`src/rtl/sync_fifo_wr_arbiter.sv`:
```
// Round-robin write-port arbiter for sync_fifo with credit-based occupancy tracking.
// Optional macro SYNC_FIFO_ARB_PRIO0_EN gives requester 0 strict priority.
module sync_fifo_wr_arbiter #(
    parameter int NUM_REQ   = 4,
    parameter int WIDTH     = 8,
    parameter int DEPTH     = 16,
    parameter int CNT_WIDTH = $clog2(DEPTH + 1)
) (
    input  logic                     clk,
    input  logic                     rst,
    input  logic [NUM_REQ-1:0]       req,
    input  logic [NUM_REQ*WIDTH-1:0] req_data,
    output logic [NUM_REQ-1:0]       gnt,
    output logic                     fifo_wr_en,
    output logic [WIDTH-1:0]         fifo_wdata,
    input  logic                     fifo_rd_en,
    input  logic                     fifo_wr_error,
    output logic [CNT_WIDTH-1:0]     level,
    output logic                     arb_empty,
    output logic                     arb_full,
    output logic                     err
);

    localparam int PTR_W = (NUM_REQ > 1) ? $clog2(NUM_REQ) : 1;

    logic [PTR_W-1:0] rr_ptr;
    logic [PTR_W-1:0] win_idx;
    logic [WIDTH-1:0] win_data;
    logic             any_gnt;
    logic             prio_hit;
    logic             can_acc;
    logic             rd_ok;
    int unsigned      cand;

    // The in-flight push counts as occupied; a same-cycle read never frees a slot.
    assign can_acc   = (int'(level) + int'(fifo_wr_en)) < DEPTH;
    assign rd_ok     = fifo_rd_en && (level != '0);
    assign arb_empty = (level == '0);
    assign arb_full  = (int'(level) == DEPTH);

    always_comb begin
        any_gnt  = 1'b0;
        prio_hit = 1'b0;
        win_idx  = '0;
        cand     = 0;
`ifdef SYNC_FIFO_ARB_PRIO0_EN
        if (can_acc && req[0]) begin
            any_gnt  = 1'b1;
            prio_hit = 1'b1;
        end
`endif
        for (int unsigned i = 0; i < NUM_REQ; i++) begin
            cand = (int'(rr_ptr) + i) % NUM_REQ;
            if (!any_gnt && can_acc && req[PTR_W'(cand)]) begin
                any_gnt = 1'b1;
                win_idx = PTR_W'(cand);
            end
        end
    end

    assign win_data = req_data[win_idx*WIDTH +: WIDTH];

    always_comb begin
        gnt = '0;
        if (any_gnt && !rst)
            gnt[win_idx] = 1'b1;
    end

    always_ff @(posedge clk or posedge rst) begin
        if (rst) begin
            rr_ptr     <= '0;
            fifo_wr_en <= 1'b0;
            fifo_wdata <= '0;
        end else begin
            fifo_wr_en <= any_gnt;
            if (any_gnt)
                fifo_wdata <= win_data;
            if (any_gnt && !prio_hit)
                rr_ptr <= (int'(win_idx) == NUM_REQ - 1) ? '0 : win_idx + PTR_W'(1);
        end
    end

    always_ff @(posedge clk or posedge rst) begin
        if (rst) begin
            level <= '0;
            err   <= 1'b0;
        end else begin
            case ({fifo_wr_en, rd_ok})
                2'b10:   if (int'(level) < DEPTH) level <= level + CNT_WIDTH'(1);
                2'b01:   level <= level - CNT_WIDTH'(1);
                default: level <= level;
            endcase
            if ((fifo_rd_en && level == '0) || fifo_wr_error)
                err <= 1'b1;
        end
    end

endmodule
```
`config.mk`:
```
export PLATFORM = sky130hd
export DESIGN_NAME = sync_fifo_wr_arbiter
export DESIGN_NICKNAME = d
export VERILOG_FILES = /design/src/rtl/sync_fifo_wr_arbiter.sv
export SDC_FILE = /design/constraint.sdc
export NUM_CORES = 1
export LEC_CHECK = 0
export CORE_MARGIN = 8
export CORE_UTILIZATION = 38
export DETAILED_ROUTE_END_ITERATION = 10
export GPL_TIMING_DRIVEN = 0
export PLACE_DENSITY_LB_ADDON = 0.05
export SLEW_MARGIN = 20
export SYNTH_ARGS = -nofsm -noshare
export SYNTH_HDL_FRONTEND = slang
export SYNTH_SLANG_ARGS = --single-unit
```
`constraint.sdc`:
```
create_clock -name clk -period 2.66 [get_ports clk]
set_clock_uncertainty 0.15 [all_clocks]
set_input_delay 0.266 -clock clk [delete_from_list [all_inputs] [get_ports clk]]
set_output_delay 0.266 -clock clk [all_outputs]
set_load 0.02 [all_outputs]
```
Word level (Yosys, flattened, before mapping)
Cells that the tools add are included.
{"block": "totals", "out_inout_bits": 21, "regBits": 17, "inputBits": 40, "word_cells": 68}
{"block": "classes", "shift": 1, "n_reduce_logical": 20, "n_mux": 22, "n_eq_ne": 5, "add_sub_neg": 7, "n_lt_le_gt_ge": 8}
{"op": "32-bit by 6-bit variable part select with 8-bit output", "n": 1}
{"op": "2-bit by 3-bit < comparator with 1-bit output (second input constant)", "n": 5}
{"op": "1-bit logical AND", "n": 11}
{"op": "2-bit two-way mux", "n": 5}
{"op": "5-bit case mux with 2 select lines", "n": 1}
{"op": "1-bit two-way mux", "n": 9}
{"op": "1-bit binary-select mux with 2-bit select", "n": 4}
{"op": "5-bit by 1-bit adder with 6-bit output", "n": 1}
{"op": "6-bit by 5-bit < comparator with 1-bit output (second input constant)", "n": 1}
{"op": "5-bit by 1-bit adder with 5-bit output (second input constant)", "n": 1}
{"op": "5-bit equality test (second input constant)", "n": 1}
{"op": "5-bit zero test", "n": 1}
{"op": "5-bit < comparator (second input constant)", "n": 1}
{"op": "5-bit two-way mux", "n": 1}
{"op": "5-bit nonzero test", "n": 1}
{"op": "5-bit by 1-bit subtractor with 5-bit output (second input constant)", "n": 1}
{"op": "2-bit by 1-bit adder with 2-bit output (second input constant)", "n": 2}
{"op": "2-bit adder (second input constant)", "n": 2}
{"op": "2-bit by 1-bit equality test with 1-bit output (second input constant)", "n": 2}
{"op": "1-bit zero test", "n": 4}
{"op": "4-bit two-way mux", "n": 1}
{"op": "1-bit demux with 2-bit select", "n": 1}
{"op": "2-bit equality test (second input constant)", "n": 1}
{"op": "2-bit by 1-bit >= comparator with 1-bit output (second input constant)", "n": 1}
{"op": "4 further kinds", "n": 4}

Logic depth before layout (Yosys ltp)
{"block": "logic_depth", "word_depth": 21, "depth_mapped": 10, "mapped_depth_nobuf": 10}

Worst setup path before layout
OpenSTA, ideal clock, no wires.
{"block": "synth_timing", "path_kind": "reg2reg", "start": "register level[1]", "end": "register level[4]", "t_arrival_ns": 2.804, "path_stages_with_launch": 11, "t_required_ns": 2.420, "n_path_buf": 0, "setup_time_ns": 0.090, "synth_period_minus_slack_ns": 3.044, "path_slack_ns": -0.384, "path_cell_list": "dfrtp_1 or4_1 nor2_1 or2_2 inv_1 ha_1 nor2b_1 o21ai_0 nand2b_1 or4_1 o2111ai_1"}
{"block": "synth_between", "elab_chain_cells": 5, "word_cells_on_any_way": 12, "classes_between": "2 x add/sub; 1 x order compare; 3 x eq/ne; 2 x mux; 4 x reduce/logical"}
{"element": "start, declared", "line": "18", "source": "output logic [CNT_WIDTH-1:0] level,"}
{"element": "start signal, assigned", "line": "90", "source": "2'b01: level <= level - CNT_WIDTH'(1);"}
{"element": "start signal, assigned", "line": "91", "source": "default: level <= level;"}
{"element": "parallel branches: the longest is 5 deep, another holds 5-bit by 1-bit adder with 5-bit output"}
Several ways; the timed one is not identified. The select of a mux whose other input is x is not followed.
A chain may end at the register's enable or synchronous reset.

Final worst setup path
{"block": "layout_timing", "start": "register level[3]", "end": "register level[4]"}
The elaborated chain is that of the path after synthesis.

==> reports/qor.yml <==
cts.clk_slew.worst_paths_ns: 0.10
fmax_mhz: 368.2
synth.area.top_cells: "dfrtp_1, a211oi_1, mux2i_1"
route.vias.total: 1462
syn_inst: 154
layout.cells.non_filler: 276
drive_gt1_share_pct: 26.09
clock_latency_ns: 0.30
cp-end-kind: "flop"
firstDrtPassIters: 4
synth.largest_area_cell: "dfrtp_1"
arrival_ns: 2.79
core_area_um2: 3390
crit_end: "level[4]$_DFFE_PP0P_"
initial_core_util_pct: 40.24
p_leak_nw: 0.9646
grt_max_degree: 19
io-pin-count: 61
slew_headroom_pct: 54.87
viasPerCell: 5.297
max-vdd-ir-drop_v: 0.0007081
cts_tree: "yes"
fillCellCount: 293
final_common_cell: "clkdlybuf4s50_1"
die_area_um2: 5762
routed_wl_um: 4372
async_flop_share_pct: 100.0
crit_path_start: "level[3]$_DFFE_PP0P_"
ctsHoldBuffers: 0
crit_fanout: 4
mostFrequentLayoutCells: "clkdlybuf4s50_1, buf_4, a211oi_1"
clockBufferDepth: 2
cts_buffers: 3
syn-num-nets: 199
fin_nets: 276
synth_top_area_share_pct: 31.19
avgSynthCellArea_um2: 8.856
rsz0062_at_grt: "yes"
drt_iter0_drc: 79
post-route-period-util_pct: 102.1
ant_nets: 0
yosys_warnings: 0
cp.required_ns: 2.74
hold_viol_final: 0
grt_pass1_wl_um: 7003
h-tree-depth: 1
outcome: "complete, but fails checks"
ys_ff_latch: 17
die_h_um: 75.91
drv_cap: 0
port_buffers: 58
ys_types: 41
reg2reg_from: "level[3]$_DFFE_PP0P_"
min_path_type: "input port to asynchronous set/reset pin"
synth_ff_type: "dfrtp_1"
crit_type: "flop to flop"
final_cell_area_um2: 2248
cts.sinks: 17
grt_pass1_vias: 1459
grt_overflow: 0
antenna_cells: 0
slew_violations: 0
syn_to_final_growth_pct: 64.86
failed_checks: "setup timing"
dp_hpwl_um: 3336
rows: 21
placed_area_um2: 2032
grtUsageTotal_pct: 14.23
r2r_end: "level[4]$_DFFE_PP0P_"
synth-edff-count: 0
setup_viol: 2
antenna_found_initial: 0
cp-start-kind: "flop"
reg2reg_depth: 11
place_inst: 258
rrSetupSlack_ns: -0.06
seq_area_frac_synth_pct: 31.19
route.detailed.drc: 0
tightest_slew_ns: 0.6762
pwr_density_cell_nw_per_um2: 1032
die_w_um: 75.91
wl_per_cell_um: 15.84
setup_ws_ns: -0.05599
cts_root_buf: "clkbuf_4"
min_period_ns: 2.716
netlist_area_um2: 1364
gp_congestion: 0.7591
[power by group]
part | switching (mW) | leakage [nW] | internal [mW]
registers | 0.128 | 0.187 | 0.392
logic | 0.795 | 0.760 | 0.861
clock network | 0.0888 | 0.0177 | 0.0561
[synth_stat cells, types with 2 or more instances]
master / n
xnor2_1: 3
mux2_2: 3
buf_6: 2
a21oi_1: 9
nor3b_1: 2
nor2_1: 15
clkbuf_1: 3
o21ai_0: 2
o21bai_1: 2
buf_4: 2
a21o_1: 5
buf_2: 3
or4_1: 2
a31oi_1: 8
dfrtp_1: 17
nor2b_1: 3
a211oi_1: 16
inv_1: 14
and2_1: 2
mux2i_1: 10
nand2b_1: 4
nand2_1: 4
nor4_1: 2
ha_1: 4
[flip-flops by register name (all words and copies together), names as in the netlist]
signal / flops
fifo_wdata: 8
level: 5
fifo_wr_en: 1
rr_ptr: 2
err: 1
[critical path, stage by stage, from the launching register on]
cell	delay (ns)
dfrtp_2	0.43
buf_6	0.13
or4_4	0.56
nor2_4	0.12
or2_4	0.16
inv_4	0.05
ha_4	0.23
nor2b_4	0.13
o21ai_2	0.10
nand2b_1	0.09
or4_4	0.42
o2111ai_2	0.07
[layout make-up]
type                    count  area [um2]  area share (%)
plain buffers               7       56.30           2.504
clock buffers               3       22.52           1.002
repair buffers             75       703.2           31.27
multi-input cells         113       918.4           40.85
well taps                  46       57.56           2.560
inverters                  14       55.05           2.449
clock inverters             1       5.005          0.2226
flip-flops and latches     17       430.4           19.14
[how the worst min path moves through the flow]
stage                           end  cells after the start  slack (ns)             from
3_3_place_gp        err$_DFFE_PP0P_                      1        0.30  err$_DFFE_PP0P_
2_1_floorplan       err$_DFFE_PP0P_                      1        0.05              rst
6_report            err$_DFFE_PP0P_                      2        0.27              rst
4_1_cts        level[4]$_DFFE_PP0P_                      2        0.28              rst
3_5_place_dp        err$_DFFE_PP0P_                      1        0.31  err$_DFFE_PP0P_
5_1_grt        fifo_wr_en$_DFF_PP0_                      2        0.34              rst
[metrics by stage]
step | hold slack (ns) | total power [mW] | utilization (%) | setup WS [ns] | TNS, ns
after floorplan | 0.04702 | 1.397 | - | -0.002107 | -0.002107
after global placement | 0.3014 | 1.842 | 59.95 | -0.6331 | -2.156
after detailed placement | 0.3097 | 1.887 | 59.95 | -0.6944 | -2.522
after CTS | 0.2846 | 2.153 | 62.98 | -0.06282 | -0.1319
after global routing | 0.3364 | 2.497 | 66.33 | -0.1238 | -0.2719
final | 0.2723 | 2.321 | 66.33 | -0.05599 | -0.07058
[repair_timing]
| item | CTS | global route |
|---|---|---|
| resized for setup | 33 | 16 |
| setup endpoints to repair | 5 | 6 |
| pin swaps | 4 | 5 |
| buffers inserted | 8 | 8 |
[logic make-up (layout without fill, tap and decap cells)]
group / count (synthesis) / in the layout / synth area share (%)
compound gates: 47 / 47 / 23.49
xor+xnor: 3 / 3 / 1.927
fa+ha+maj: 5 / 5 / 5.138
buf+inv: 24 / 100 / 8.531
flops: 17 / 17 / 31.19
mux: 13 / 13 / 9.817
simple gates: 45 / 45 / 19.91
[per-layer routing]
metal	part of all wire (%)	GRT usage, %	up-vias
met1	42	16.84	690
met2	51	23.91	51
met5	0	0	-
met4	0.89	2.549	0
li1	-	-	715
met3	6.8	5.307	6
(Power assumes the default switching activity.)
